### config.mk
export PLATFORM = sky130hd
export DESIGN_NAME = centroid_sample_reader
export DESIGN_NICKNAME = d
export VERILOG_FILES = /design/src/rtl/centroid_sample_reader.sv
export SDC_FILE = /design/constraint.sdc
export NUM_CORES = 1
export LEC_CHECK = 0
export BUFFER_PORTS_ARGS = -buffer_cell sky130_fd_sc_hd__clkbuf_2
export CAP_MARGIN = 20
export CORE_MARGIN = 2
export CORE_UTILIZATION = 27
export CTS_CLUSTER_SIZE = 25
export DETAILED_ROUTE_END_ITERATION = 16
export MAX_ROUTING_LAYER = met4
export PLACE_DENSITY = 0.51
export SETUP_SLACK_MARGIN = 0.02
export SKIP_CTS_REPAIR_TIMING = 1
export SLEW_MARGIN = 20
export SYNTH_ARGS = -nofsm -noshare
export SYNTH_HDL_FRONTEND = slang
export SYNTH_SLANG_ARGS = --single-unit
### constraint.sdc
create_clock -name Reader_clk -period 3.3 [get_ports Reader_clk]
set_input_delay 0.165 -clock Reader_clk [delete_from_list [all_inputs] [get_ports Reader_clk]]
set_output_delay 0.165 -clock Reader_clk [all_outputs]
set_load 0.05 [all_outputs]
### src/rtl/centroid_sample_reader.sv
// centroid_sample_reader
//   Reads N interleaved (X, Y) sample words back out of Block RAM port B and
//   presents them one at a time to the k-means core.
//   Sample k lives at BASE_ADDR+2k (X) and BASE_ADDR+2k+1 (Y), modulo 2^ADDR_W.
//
// Ports
//   Reader_clk    system clock, also the RAM port B clock
//   Reader_rst    asynchronous active-low reset
//   start         command pulse, only looked at in IDLE
//   num_samples   sample count N, latched when start is accepted
//   ADDRB/ENB     registered RAM read address / read enable
//   DOUTB         RAM read data, valid RD_LAT edges after the read edge
//   SampleX/SampleY/SampleIdx  current sample and its index k
//   sample_valid/sample_ready  output handshake
//   busy          a read sequence is in progress
//   done          one-cycle pulse when the sequence completes
//   dbg_state     current FSM state, for observation only
//
// Handshake: sample_valid rises only with a complete (X, Y, k) sample and
// stays high, with the sample held stable, until an edge that sees
// sample_valid & sample_ready. That edge is the transfer. sample_ready is
// ignored while sample_valid is low.
module centroid_sample_reader #(
  parameter int unsigned        ADDR_W    = 19,
  parameter int unsigned        DATA_W    = 12,
  parameter int unsigned        CNT_W     = 7,
  parameter logic [ADDR_W-1:0]  BASE_ADDR = '0,
  parameter int unsigned        RD_LAT    = 1    // legal range 1..3
) (
  input  logic              Reader_clk,
  input  logic              Reader_rst,
  input  logic              start,
  input  logic [CNT_W-1:0]  num_samples,
  output logic [ADDR_W-1:0] ADDRB,
  output logic              ENB,
  input  logic [DATA_W-1:0] DOUTB,
  output logic [DATA_W-1:0] SampleX,
  output logic [DATA_W-1:0] SampleY,
  output logic [CNT_W-1:0]  SampleIdx,
  output logic              sample_valid,
  input  logic              sample_ready,
  output logic              busy,
  output logic              done,
  output logic [2:0]        dbg_state
);

  typedef enum logic [2:0] {
    IDLE    = 3'd0,
    ISSUE_X = 3'd1,
    ISSUE_Y = 3'd2,
    WAIT    = 3'd3,
    PRESENT = 3'd4
  } state_t;

  state_t             state;
  logic [CNT_W-1:0]   n_lat;
  logic [CNT_W-1:0]   k;
  logic               zero_pend;   // N=0 accepted; done goes out on the following edge
  logic               rd_tag;      // travels with ENB: 0 = X word, 1 = Y word
  logic [RD_LAT-1:0]  pipe_v;
  logic [RD_LAT-1:0]  pipe_t;

  logic [CNT_W-1:0]   k_next;
  logic [ADDR_W-1:0]  addr_x;
  logic [ADDR_W-1:0]  addr_x_next;
  logic               cap_v;
  logic               cap_y;
  logic               last_sample;

  assign k_next      = k + CNT_W'(1);
  assign addr_x      = BASE_ADDR + (ADDR_W'(k) << 1);
  assign addr_x_next = BASE_ADDR + (ADDR_W'(k_next) << 1);
  // The oldest pipeline stage lines up with the edge on which DOUTB holds its word.
  assign cap_v       = pipe_v[RD_LAT-1];
  assign cap_y       = pipe_t[RD_LAT-1];
  assign last_sample = (k == n_lat - CNT_W'(1));
  assign dbg_state   = state;

  always_ff @(posedge Reader_clk or negedge Reader_rst) begin
    if (!Reader_rst) begin
      state        <= IDLE;
      n_lat        <= '0;
      k            <= '0;
      zero_pend    <= 1'b0;
      rd_tag       <= 1'b0;
      pipe_v       <= '0;
      pipe_t       <= '0;
      ADDRB        <= '0;
      ENB          <= 1'b0;
      SampleX      <= '0;
      SampleY      <= '0;
      SampleIdx    <= '0;
      sample_valid <= 1'b0;
      busy         <= 1'b0;
      done         <= 1'b0;
    end else begin
      ENB  <= 1'b0;
      done <= 1'b0;

      // Tag pipeline: records, per edge, whether a read was presented and which word.
      pipe_v <= (pipe_v << 1) | RD_LAT'(ENB);
      pipe_t <= (pipe_t << 1) | RD_LAT'(rd_tag);

      // Returned words only arrive before sample_valid rises, so this never
      // disturbs a presented sample.
      if (cap_v) begin
        if (cap_y) SampleY <= DOUTB;
        else       SampleX <= DOUTB;
      end

      case (state)
        IDLE: begin
          if (zero_pend) begin
            zero_pend <= 1'b0;
            done      <= 1'b1;
          end else if (start) begin
            n_lat <= num_samples;
            k     <= '0;
            if (num_samples == '0) begin
              zero_pend <= 1'b1;
            end else begin
              busy   <= 1'b1;
              ENB    <= 1'b1;
              ADDRB  <= BASE_ADDR;
              rd_tag <= 1'b0;
              state  <= ISSUE_X;
            end
          end
        end

        ISSUE_X: begin
          // X read is on the port this cycle; set up the Y read for the next one.
          ENB    <= 1'b1;
          ADDRB  <= addr_x + ADDR_W'(1);
          rd_tag <= 1'b1;
          state  <= ISSUE_Y;
        end

        ISSUE_Y: begin
          state <= WAIT;
        end

        WAIT: begin
          if (cap_v && cap_y) begin
            sample_valid <= 1'b1;
            SampleIdx    <= k;
            state        <= PRESENT;
          end
        end

        PRESENT: begin
          if (sample_ready) begin
            sample_valid <= 1'b0;
            if (last_sample) begin
              busy  <= 1'b0;
              done  <= 1'b1;
              state <= IDLE;
            end else begin
              k      <= k_next;
              ENB    <= 1'b1;
              ADDRB  <= addr_x_next;
              rd_tag <= 1'b0;
              state  <= ISSUE_X;
            end
          end
        end

        default: state <= IDLE;
      endcase
    end
  end

endmodule

After elaboration in Yosys (flattened, before gate mapping) --
Cells that the tools add are included. W data, S select, Z words.
Word-level totals: register bits 75, output and inout port bits 57, logic and storage cells 93, bits of input ports 23
Operators by class: reductions and logical operators 15, mux-type cells 46, add/sub/neg operators 3, bitwise operators 2, equality and inequality tests 12
Operator list (count):
- $mux W19 | 5
- $pmux W19 S3 | 1
- $mux W7 | 4
- $mux W1 | 24
- $mux W3 | 5
- $pmux W3 S5 | 1
- $ne A2 B2 Y1 const B | 7
- $pmux W7 S2 | 1
- $reduce_and A6 Y1 | 2
- $reduce_and A5 Y1 | 2
- $add A8 B1 Y9 const B | 1
- $add A7 B1 Y7 const B | 1
- $eq A7 B7 Y1 | 1
- $logic_not A7 Y1 | 1
- $sub A7 B1 Y7 const B | 1
- $eq A3 B2 Y1 const B | 2
- $pmux W1 S2 | 3
- $pmux W1 S3 | 2
- $reduce_and A2 Y1 | 3
- $reduce_and A3 Y1 | 2
- $reduce_bool A2 Y1 | 2
- $eq A3 B1 Y1 const B | 1
- $eq A3 B3 Y1 const B | 1
- $logic_not A3 Y1 | 1
- 3 further kinds | 4

Longest topological paths before layout --
Gate-level depths: netlist of run 1.
depth after elaboration 5, mapped depth 9, gate-level depth less buffers 8

Worst setup path before layout of run 1 --
No wires, ideal clock.
kind reg2reg, start register n_lat[0], end register k[6], slack 1.151 ns, buffers on the path 1, cell stages (with the launch flop) 10, period minus slack after synthesis 2.149 ns, setup time 0.069 ns, required time 3.231 ns, arrival 2.080 ns, cell sequence dfrtp_1 -> inv_1 -> ha_1 -> nor2b_1 -> nor3_1 -> a211oi_1 -> a2111oi_4 -> buf_6 -> or4_1 -> nand3_1
Between the ends: longest elaborated chain between the ends 4
RTL lines:
- start, declared | line 56 | logic [CNT_W-1:0] n_lat;
- start signal, assigned | line 117 | n_lat <= num_samples;
- $sub A7 B1 Y7 | line 76 | assign last_sample = (k == n_lat - CNT_W'(1));
- $eq A7 B7 Y1 | line 76
- $ne A2 B2 Y1 (no line)
- $reduce_and A5 Y1 (no line)
- end signal, assigned | line 159 | k <= k_next;
- end, declared | line 57 | logic [CNT_W-1:0] k;
Every way passes these cells. A chain may end at the register's enable or synchronous reset.

Worst setup path in the final report of run 1 --
start register n_lat[0], end register ADDRB[7]
Between the ends: longest elaborated chain between the ends 4
RTL lines:
- $sub A7 B1 Y7 | line 76
- $eq A7 B7 Y1 | line 76
- $ne A2 B2 Y1 (no line)
- $reduce_and A6 Y1 (no line)
- end signal, assigned | line 134 | ADDRB <= addr_x + ADDR_W'(1);
- end signal, assigned | line 161 | ADDRB <= addr_x_next;
- end, declared | line 34 | output logic [ADDR_W-1:0] ADDRB,
Every way passes these cells.

==> results.txt, run 1 <==
- Among all flip-flop cells after synthesis, the most frequent one is sky130_fd_sc_hd__dfrtp_1.
- During synthesis, Yosys emitted a total of 0 warnings.
* Category of the worst setup path capture point: flip-flop
- Timing would allow up to 0.395 GHz.
- In the synthesized netlist the async set-or-reset flop fraction comes to 1.00.
- In the routed design, unresolved DRC markers number 0.
- Lkg Pwr: 1.75 nW
- Origin of the worst min-delay path: num_samples[6]
- For this configuration, the core starts out at a cell density of 0.279.
- Total Routed Length: 6.83 mm
- Reg power frac: 0.322
* Met3 Usage GRT: 0.0341
* Number of fill cells: about 1100
- Most heavily used metal layer in global routing: met2
- For this run, the post-layout net count is around 350.
* Number of cells on the worst hold path: 2
- Entering global routing, the biggest net connects 33 pins.
* Count of unique library cells instantiated by Yosys: 52
- Count of state elements after synthesis: 63
* Half-perimeter wire length of the detailed placement result: roughly 5.0 mm
- Endpoint of the worst-slack reg-to-reg timing path: ADDRB[7]$_DFFE_PN0P_
- TritonCTS built the clock tree.
- For this design the total switching power over the nets is 0.00207 W.
- Router iterations before antenna repair: 6
- In this run the remaining antenna-violating nets after routing total 0.
- Launch instance of the worst register-to-register path: n_lat[0]$_DFFE_PN0P_
* Max Cap Violations: 0
- Cell internal power was estimated by the tool at 0.00237 W.
- The design draws 0.00444 W.
- The worst pin sits at a relative slew slack of 0.458.
- Total power density per cell area: about 1200 nW/µm²
* Per-cell routed wire length: around 14 µm
- Synth cell count leaders: sky130_fd_sc_hd__dfrtp_1, sky130_fd_sc_hd__mux2_2, sky130_fd_sc_hd__nand2_1, sky130_fd_sc_hd__buf_4, sky130_fd_sc_hd__nor2_1
- Clock buffer count from CTS: 9
* Fin. max-slew vios: 0
- Per-instance average area after synthesis: 11.8 µm²
- The clock reaches the later pin of the worst-skew pair after 330 ps.
- Area growth, synth to finish: 24.4%
- Clock share of power: 0.201
* Most frequent cell after synthesis: sky130_fd_sc_hd__dfrtp_1
- Setup repair after global routing left no endpoint under its margin.
* I/O pin count: 80
* Cell count of the worst reg-to-reg path: 9
- Maximum VDD drop: 574 µV
* Setup clock skew after layout: approximately 10 ps
* Critical Path Source Type: flip-flop
- For this run, global-route usage on met2 was measured as 0.192.
- The number of antenna violations at the first check in global routing was 0.
- Register-to-register setup slack: 770 ps
- Number of H-tree branching levels: 3
- At the worst endpoint, the required time is 3500 ps.
- Die Span Y: 110 µm
* Full die area: approximately 12000 µm²
- Final weighted congestion in routability-driven placement: 0.750
* Root Buffer: sky130_fd_sc_hd__clkbuf_16
- Result of the run: finished clean
* Global routing usage on met1: 0.155
- Sequential cell area fraction in the yosys report: 0.517
* Data arrival at the endpoint of the critical path: 2730 ps
- The path with the worst hold slack has its endpoint at n_lat[6]$_DFFE_PN0P_.
- For the final routed database, the setup TNS stands at 0 ps.
- Proportion of power drawn by combinational gates: 0.477
- The via count of the first global-routing pass came to 2208.
* Largest buffer count on any clock path: 2
- GR Overflow Total: 0
* Number of placement rows: 38
* Routed via count divided by cell count: 4.61
- Worst slew pin tran: 813 ps
- Along the worst path, the maximum fanout reaches 11.
- The number of hold-slack violations in the final timing report was 0.
* Layout cell share with drive strength beyond 1: 0.426
- Number of DRC markers in iteration 0: 85
* Area of the mapped netlist: 3050 µm²
* Post-route fraction of the period consumed by the critical path: 0.767
- Top cells by area in the synthesized netlist: sky130_fd_sc_hd__dfrtp_1, sky130_fd_sc_hd__mux2_2, sky130_fd_sc_hd__mux2_4
* Kind of critical path: reg2reg
- Die Span X: 110 µm
- Via count: between 2000 and 2500
- In the synthesized netlist, the number of instances is 258.
- Worst hold path class: in2reg
- In the global route stage, overall resource usage came out at 0.123.
* EDFF count, synth: 0
- Area share of the largest cell type after synthesis: 0.517
- Minimum period implied by the final worst setup slack: 2530 ps
- The first global-routing pass estimated roughly 11 mm of wire.
* Final count of negative-setup-slack endpoints: 0
- During placement, the flow inserted port buffers numbering 68.
- Switching share of power: 0.466
* Total clock sinks: 63
- The region available for standard cell placement spans about 11000 µm².
- Total inserted antenna cells: 0
- Post-synthesis cell type with the largest combined area: sky130_fd_sc_hd__dfrtp_1
* Clock transition at the registers of the reported paths: 50 ps
layout by cell type, fill, tap and decap left out, types with 3 or more instances in the layout:
cell type	Yosys	layout
sky130_fd_sc_hd__clkbuf_2	0	68
sky130_fd_sc_hd__dfrtp_1	63	63
sky130_fd_sc_hd__mux2_2	38	38
sky130_fd_sc_hd__nand2_1	16	16
sky130_fd_sc_hd__nor2_1	11	11
sky130_fd_sc_hd__conb_1	1	11
sky130_fd_sc_hd__nand3_1	9	9
sky130_fd_sc_hd__clkbuf_16	0	9
sky130_fd_sc_hd__inv_1	7	7
sky130_fd_sc_hd__o21ai_0	7	7
sky130_fd_sc_hd__a31oi_1	7	7
sky130_fd_sc_hd__mux2_4	7	7
sky130_fd_sc_hd__buf_4	12	7
sky130_fd_sc_hd__nor3_1	5	5
sky130_fd_sc_hd__nand2b_1	4	4
sky130_fd_sc_hd__o21ai_1	4	4
sky130_fd_sc_hd__a21oi_1	4	4
sky130_fd_sc_hd__nor2b_1	3	3
sky130_fd_sc_hd__xnor2_1	3	3
sky130_fd_sc_hd__and3_1	3	3
sky130_fd_sc_hd__o21bai_1	3	3
sky130_fd_sc_hd__clkbuf_8	0	3
per-layer routing:
| layer | up-vias | routed length (µm) | part of all wire |
|---|---|---|---|
| li1 | 1037 | - | - |
| met1 | 1066 | 3190 | 0.47 |
| met2 | 66 | 3090 | 0.45 |
| met3 | 11 | 473 | 0.069 |
| met4 | 0 | 76 | 0.011 |
| met5 | - | 0 | 0 |
power groups by stage:
stage	Sequential [W]	Combinational, W	Clock [W]
floorplan	0.00215	0.000963	0
global placement	0.00143	0.00211	0
detailed placement	0.00144	0.00214	0
CTS	0.00143	0.00214	0.000921
global route	0.00149	0.00228	0.000947
finish	0.00143	0.00212	0.000890
metrics by stage:
step                       util  setup WS, ps  cells  hold slack (ps)  cell area [µm²]
after floorplan               -          1150    268             -131             3090
after global placement    0.320           853    457              304             3500
after detailed placement  0.320           761    457              305             3500
after CTS                 0.346           756    472            -44.1             3780
after global routing      0.347           572    473             85.4             3790
final                     0.347           768    473             86.4             3790
registers in the layout (all words and copies together) (netlist names):
| name | flops |
|---|---|
| SampleIdx | 7 |
| ADDRB | 8 |
| SampleY | 12 |
| sample_valid | 1 |
| busy | 1 |
| n_lat | 7 |
| cap_v | 1 |
| zero_pend | 1 |
| SampleX | 12 |
| done | 1 |
| k | 7 |
| ENB | 1 |
| dbg_state | 3 |
| cap_y | 1 |
worst max-delay path: stages (launching register included):
cell                        delay [ps]
sky130_fd_sc_hd__dfrtp_1           420
sky130_fd_sc_hd__inv_1              80
sky130_fd_sc_hd__ha_1              180
sky130_fd_sc_hd__nor2b_1           320
sky130_fd_sc_hd__nor3_1             80
sky130_fd_sc_hd__a211oi_1          380
sky130_fd_sc_hd__a2111oi_4          80
sky130_fd_sc_hd__buf_4             200
sky130_fd_sc_hd__o21ai_4           330
sky130_fd_sc_hd__mux2_4            330
logic make-up (layout without fill, tap and decap cells):
family,after synthesis,count (layout),share of synthesized area
xor+xnor,6,6,0.0197
buf+inv,33,98,0.0595
simple gates,65,65,0.112
mux,47,47,0.181
other cells,1,11,0.00123
flops,63,63,0.517
compound gates,41,41,0.101
fa+ha+maj,2,2,0.00821
worst max-delay path by stage:
stage,to,cells past startpoint,start
2_1_floorplan,k[6]$_DFFE_PN0P_,9,n_lat[0]$_DFFE_PN0P_
5_1_grt,ADDRB[7]$_DFFE_PN0P_,9,n_lat[0]$_DFFE_PN0P_
6_report,ADDRB[7]$_DFFE_PN0P_,9,n_lat[0]$_DFFE_PN0P_
4_1_cts,ADDRB[7]$_DFFE_PN0P_,9,n_lat[0]$_DFFE_PN0P_
3_3_place_gp,ADDRB[3]$_DFFE_PN0P_,9,n_lat[0]$_DFFE_PN0P_
3_5_place_dp,ADDRB[7]$_DFFE_PN0P_,9,n_lat[0]$_DFFE_PN0P_
layout make-up:
class	instances	area, µm²	share of cell area
inverters	7	26.3	0.00693
flip-flops and latches	63	1580	0.416
repair buffers	76	403	0.106
clock buffers	12	267	0.0703
clock inverters	3	17.5	0.00462
well taps	140	175	0.0462
multi-input cells	172	1330	0.350
Note: power is estimated with default switching activity, not from simulation.
==> run 2: changes to the inputs <==
PLACE_DENSITY = 0.53   (was 0.51)
clock period = 2.31 ns   (was 3.3 ns; I/O delays follow)
==> run 2 against run 1 <==
Sequential power up 38%. Critical path depth down 1. Combinational power up 55%. Largest cell class unchanged. Highest routed layer unchanged.
==> results.txt, run 2 (same netlist as run 1, synthesis figures left out) <==
* Registers with the most flip-flops: SampleX x12, SampleY x12, ADDRB x8
* Crit path required time: between 2000 and 3000 ps
- Across every metal layer, demand over resource in global routing totals 0.124.
* Lkg Pwr: 1.81 nW
- Core region area: 10900 µm²
* Leading cell type in the layout, fill and taps excluded: sky130_fd_sc_hd__clkbuf_2
- Max stage delay on crit path: 450 ps
- Worst slew pin tran: approximately 660 ps
- The worst setup path is captured at a flip-flop.
- After detailed routing, the total wire length is between 6 and 7 mm.
- Port buffering added 68 buffers.
- Number of H-tree branching levels: 3
- Initial antenna violation count: 0
* Full die area: 12200 µm²
- Clock latency on the worst-skew pair: 330 ps
- The endpoint identified for the worst register-to-register timing path is ADDRB[6]$_DFFE_PN0P_.
- Minimum period implied by the final worst setup slack: 2250 ps
- Using the TritonRoute via totals, the vias-per-cell ratio works out to 4.60.
- On the final layout, the worst clock skew is 9.60 ps.
- The number of hold-slack violations in the final timing report came to 0.
- Effective utilization at floorplan: 0.279
- Placed instance count: 465
- Global-route wire length before repair: 11.1 mm
- Detailed routing inserted a total of between 2000 and 2500 vias.
- # DRC: 0
- Die Span X: between 100 and 150 µm
- Maximum VDD drop: 870 µV
- Per-cell routed wire length: 14.2 µm
* Critical Path Source Type: flip-flop
- Data arrival at the endpoint of the critical path: 2460 ps
* Area growth, synth to finish: 28.9%
- Clock transition at the registers of the reported paths: 50 ps
* Final weighted congestion in routability-driven placement: 0.761
- Derived from the worst setup path, the maximum achievable clock frequency is 0.444 GHz.
* Clock buffer count from CTS: 9
* Final Net Count: about 360
- Number of global-route vias before repair: around 2200
- By startpoint and endpoint, the worst setup path is classified as reg2reg.
* Total clock sinks: 63
* CP delay by family, top: compound AO/OA/AOI/OAI gates
- Measured along the y axis, the die boundary spans 110 µm.
- After floorplanning, the core was divided into 38 placement rows.
* Clock tree from TritonCTS: built
- The detail route stage leaves a number of antenna-violating nets equal to 0.
- Launch instance of the worst register-to-register path: n_lat[0]$_DFFE_PN0P_
- Leaving out fill and tap cells, the most frequent cells in the layout are sky130_fd_sc_hd__clkbuf_2, sky130_fd_sc_hd__dfrtp_1, sky130_fd_sc_hd__mux2_2.
- Largest buffer count on any clock path: 2
* Number of cells on the worst hold path: 2
- Setup repair after global routing could not meet its margin everywhere.
* Total power density per cell area: around 1700 nW/µm²
- GR Overflow Total: 0
- Number of DRC markers in iteration 0: 103
* Post-route fraction of the period consumed by the critical path: 0.976
- Maximum number of pins on one net before global-route repair: 41
- Setup violations remaining at the end of the flow were counted as 0.
* I/O pin count: 80
* Result of the run: finished clean
- The finished layout holds 483 standard cells, fillers aside.
- Headroom to the max-slew limit came out at 0.558.
- Together, buffers and inverters on the worst path number 2.
- The startpoint identified for the worst hold timing path is DOUTB[6].
- The first TritonRoute pass finished after 4 iterations.
- The tool flagged a number of max-cap violations equal to 0.
* Hold Path Sink: SampleY[6]$_DFFE_PN0P_
* Root Buffer: sky130_fd_sc_hd__clkbuf_16
* Crit Path Max Fanout: 9
* Hold Worst Slack: 37.1 ps
- Cell count of the worst reg-to-reg path: 8
* CP max-delay cell: sky130_fd_sc_hd__a2111oi_4
- In the final timing run, aggregate negative setup slack is 0 ps.
- After legalization and detailed placement, the total HPWL measured 5.01 mm.
- 0 antenna diodes ended up in the layout.
* Fin. max-slew vios: 0
- Layout cell share with drive strength beyond 1: 0.455
- Cells along the critical path: nor3_1 > buf_4 > nand4_1 > and3_2 > a2111oi_4 > o21ai_4 > buf_12 > mux2_4
- In this run the register-to-register setup slack is 60 ps.
* Worst hold path class: in2reg
## run 2: metrics by stage
step / worst slack (ps) / area (µm²) / total power [W] / utilization
after floorplan: 161 / 3090 / 0.00445 / -
after global placement: 12.9 / 3570 / 0.00515 / 0.327
after detailed placement: -74.8 / 3570 / 0.00521 / 0.327
after CTS: -102 / 3870 / 0.00659 / 0.354
after global routing: -53.2 / 3930 / 0.00702 / 0.359
final: 55.6 / 3930 / 0.00660 / 0.359
## run 2: area by class of cell
class	count	area [µm²]
multi-input cells	172	1350
inverters	7	26.3
repair buffers	86	503
clock inverters	3	42.5
fillers	1091	7010
flip-flops and latches	63	1580
clock buffers	12	256
well taps	140	175
## run 2: worst reg2reg max path: stages (launching register included)
cell and delay [ps]:
sky130_fd_sc_hd__dfrtp_1 420, sky130_fd_sc_hd__nor3_1 220, sky130_fd_sc_hd__buf_4 160, sky130_fd_sc_hd__nand4_1 80, sky130_fd_sc_hd__and3_2 240, sky130_fd_sc_hd__a2111oi_4 450, sky130_fd_sc_hd__o21ai_4 110, sky130_fd_sc_hd__buf_12 160
sky130_fd_sc_hd__mux2_4 290
## run 2: how the worst max path moves through the flow
| stage | to | slack (ps) | from | depth (start not counted) |
|---|---|---|---|---|
| 3_5_place_dp | ADDRB[3]$_DFFE_PN0P_ | -70 | n_lat[0]$_DFFE_PN0P_ | 8 |
| 2_1_floorplan | k[6]$_DFFE_PN0P_ | 160 | n_lat[0]$_DFFE_PN0P_ | 9 |
| 4_1_cts | ADDRB[6]$_DFFE_PN0P_ | -100 | n_lat[0]$_DFFE_PN0P_ | 8 |
| 3_3_place_gp | ADDRB[3]$_DFFE_PN0P_ | 10 | n_lat[0]$_DFFE_PN0P_ | 8 |
| 5_1_grt | ADDRB[6]$_DFFE_PN0P_ | -50 | n_lat[0]$_DFFE_PN0P_ | 8 |
| 6_report | ADDRB[6]$_DFFE_PN0P_ | 60 | n_lat[0]$_DFFE_PN0P_ | 8 |
## run 2: power breakdown
part	internal [W]	switching [W]	leakage, nW
sequential	0.00159	0.000385	0.774
combinational	0.00114	0.00213	0.894
clock	0.000885	0.000458	0.145
## run 2: metal layers
metal / routed length, µm / vias to the layer above / GRT usage
met5: 0 / - / -
met4: 40 / 0 / 0.0348
met3: 499 / 6 / 0.0435
met2: 3110 / 77 / 0.191
met1: 3210 / 1081 / 0.155
li1: - / 1058 / -
==> run 3: changes to the inputs <==
PLACE_DENSITY = 0.51   (was 0.53)
SKIP_LAST_GASP = 1   (was not set)
clock period = 2.7 ns   (was 2.31 ns; I/O delays follow)
==> run 3 against run 2 <==
Combinational power down 21%. Non-clock buffer count down 9. Largest cell class unchanged. Critical endpoint is now k[6]$_DFFE_PN0P_. Flip-flop and latch count unchanged. Clock power down 5%.
==> results.txt, run 3 (same netlist as run 1, synthesis figures left out) <==
* Result of the run: finished clean
* Clock buffer count from CTS: 9
- After floorplanning, the core was sized to cover around 11000 µm².
- Setup TNS: 0 ps
- Headroom to the max-slew limit came out at 0.432.
- After detailed routing, the wire length on met1 is roughly 3.4 mm.
* Number of global-route vias before repair: 2169
* Area growth, synth to finish: 26.2%
- Detailed routing placed a total of roughly 3 mm of wire on met2.
- In the finished design, the share of the clock period the worst path needs comes to 0.878.
- Setup repair after global routing left no endpoint under its margin.
- Number of H-tree branching levels: 3
- The critical path is of the reg2reg type.
- At the end of routability-driven placement, the weighted congestion stood at 0.760.
* Die Span X: 110 µm
- In the final layout, the share of cells above drive strength 1 is 0.428.
- In this run the vertical extent of the chip is 110 µm.
- Crit Path Max Fanout: 10
* Number of DRC markers in iteration 0: between 100 and 150
- Per-cell routed wire length: roughly 14 µm
- Critical Path Source Type: flip-flop
* Topmost layer with routed signal wires: met4
* Data arrival at the endpoint of the critical path: 2630 ps
* Design area: 3850 µm²
* Clock transition at the registers of the reported paths: 50 ps
- For this design the ratio of total power to cell area is 1460 nW/µm².
* Beginning of the critical path: n_lat[0]$_DFFE_PN0P_
* Setup clock skew after layout: 4.43 ps
- The worst register-to-register path begins at n_lat[0]$_DFFE_PN0P_.
- Max Cap Violations: 0
- Total inserted antenna cells: 0
- The clock drives between 60 and 70 sinks.
* Crit path required time: 2960 ps
- Global-route wire length before repair: 11.1 mm
* Number of fill cells: 1075
* Total Routed Length: 6.80 mm
- The longest clock path from root to sink contains 2 buffers.
* # DRC: 0
- The final max-slew violation count is 0.
* Half-perimeter wire length of the detailed placement result: a little over 5 mm
* Number of placement rows: 38
* Timing-limited maximum frequency: 0.422 GHz
- TritonCTS built the clock tree.
* GR Overflow Total: 0
- Leading cell type in the layout, fill and taps excluded: sky130_fd_sc_hd__clkbuf_2
* Maximum number of pins on one net before global-route repair: 35
- Origin of the worst min-delay path: num_samples[6]
- The top cell types in the final layout, fill and taps aside, are sky130_fd_sc_hd__clkbuf_2, sky130_fd_sc_hd__dfrtp_1, sky130_fd_sc_hd__mux2_2.
- Via count: 2188
- Worst hold path class: in2reg
- The worst path in the final design needs a cycle of 2370 ps, including I/O delays and setup.
- Root Buffer: sky130_fd_sc_hd__clkbuf_16
* Lkg Pwr: approximately 1.8 nW
* GRT Resource Usage Total: 0.124
* Clock latency on the worst-skew pair: about 320 ps
* Final hold violations: 0
* I/O pin count: 80
- Final Net Count: 355
- Effective utilization at floorplan: 0.279
- The detail route stage leaves a number of antenna-violating nets equal to 0.
- Category of the worst setup path capture point: flip-flop
* Post-detailed-placement cell area: 3510 µm²
* Number of input and output port buffers inserted: 68
- The largest registers in the layout are SampleX x12, SampleY x12, ADDRB x8.
- Final count of negative-setup-slack endpoints: 0
- The number of antenna violations at the first check in global routing was 0.
- The die covers about 12000 µm².
- Router iterations before antenna repair: 4
* Routed via count divided by cell count: 4.62
- Maximum VDD drop: 670 µV
- Met3 routed wirelength: between 400 and 500 µm
- Worst slew pin tran: 851 ps
[run 3: worst max-delay path, cell delays in order, from the launching register on]
cell and delay, ps:
sky130_fd_sc_hd__dfrtp_1 420, sky130_fd_sc_hd__inv_1 70, sky130_fd_sc_hd__ha_1 170, sky130_fd_sc_hd__nor2b_1 340, sky130_fd_sc_hd__o21ai_0 140, sky130_fd_sc_hd__a31oi_1 280, sky130_fd_sc_hd__a2111oi_4 130, sky130_fd_sc_hd__buf_4 190
sky130_fd_sc_hd__or4_1 470, sky130_fd_sc_hd__nand3_1 90
[run 3: through the flow]
| step | utilization | instances | total power (W) | hold WS (ps) | worst slack (ps) |
|---|---|---|---|---|---|
| 5_1_grt | 0.352 | 474 | 0.00595 | 49.7 | 92.5 |
| 3_3_place_gp | 0.321 | 458 | 0.00433 | 273 | 408 |
| 6_report | 0.352 | 474 | 0.00560 | 56.7 | 330 |
| 4_1_cts | 0.351 | 473 | 0.00567 | -55.4 | 318 |
| 2_1_floorplan | - | 268 | 0.00380 | -161 | 551 |
| 3_5_place_dp | 0.321 | 458 | 0.00438 | 290 | 331 |
[run 3: layout make-up]
cell class	count	area, µm²	area share
clock buffers	12	267	0.0692
clock inverters	3	65.1	0.0169
multi-input cells	172	1330	0.345
inverters	7	26.3	0.00683
repair buffers	77	410	0.107
flip-flops and latches	63	1580	0.410
well taps	140	175	0.0455
[run 3: final timing paths]
kind	depth (start not counted)	slack, ps	endpoint
worst max-delay path	9	330	k[6]$_DFFE_PN0P_
worst min register to register	0	380	cap_v$_DFF_PN0_
min in group asynchronous	2	450	SampleX[3]$_DFFE_PN0P_
max in group asynchronous	3	1470	k[2]$_DFFE_PN0P_
worst min-delay path	2	60	n_lat[6]$_DFFE_PN0P_
worst max register to register	9	330	k[6]$_DFFE_PN0P_
[run 3: per-layer routing]
metal,global-route usage,vias to the layer above
met5,-,-
met4,0.0375,0
met3,0.0347,8
met2,0.181,76
met1,0.169,1059
li1,-,1045
[run 3: power by group]
part | internal (W) | switching, W
clock | 0.000876 | 0.000395
combinational | 0.000854 | 0.00174
sequential | 0.00136 | 0.000377
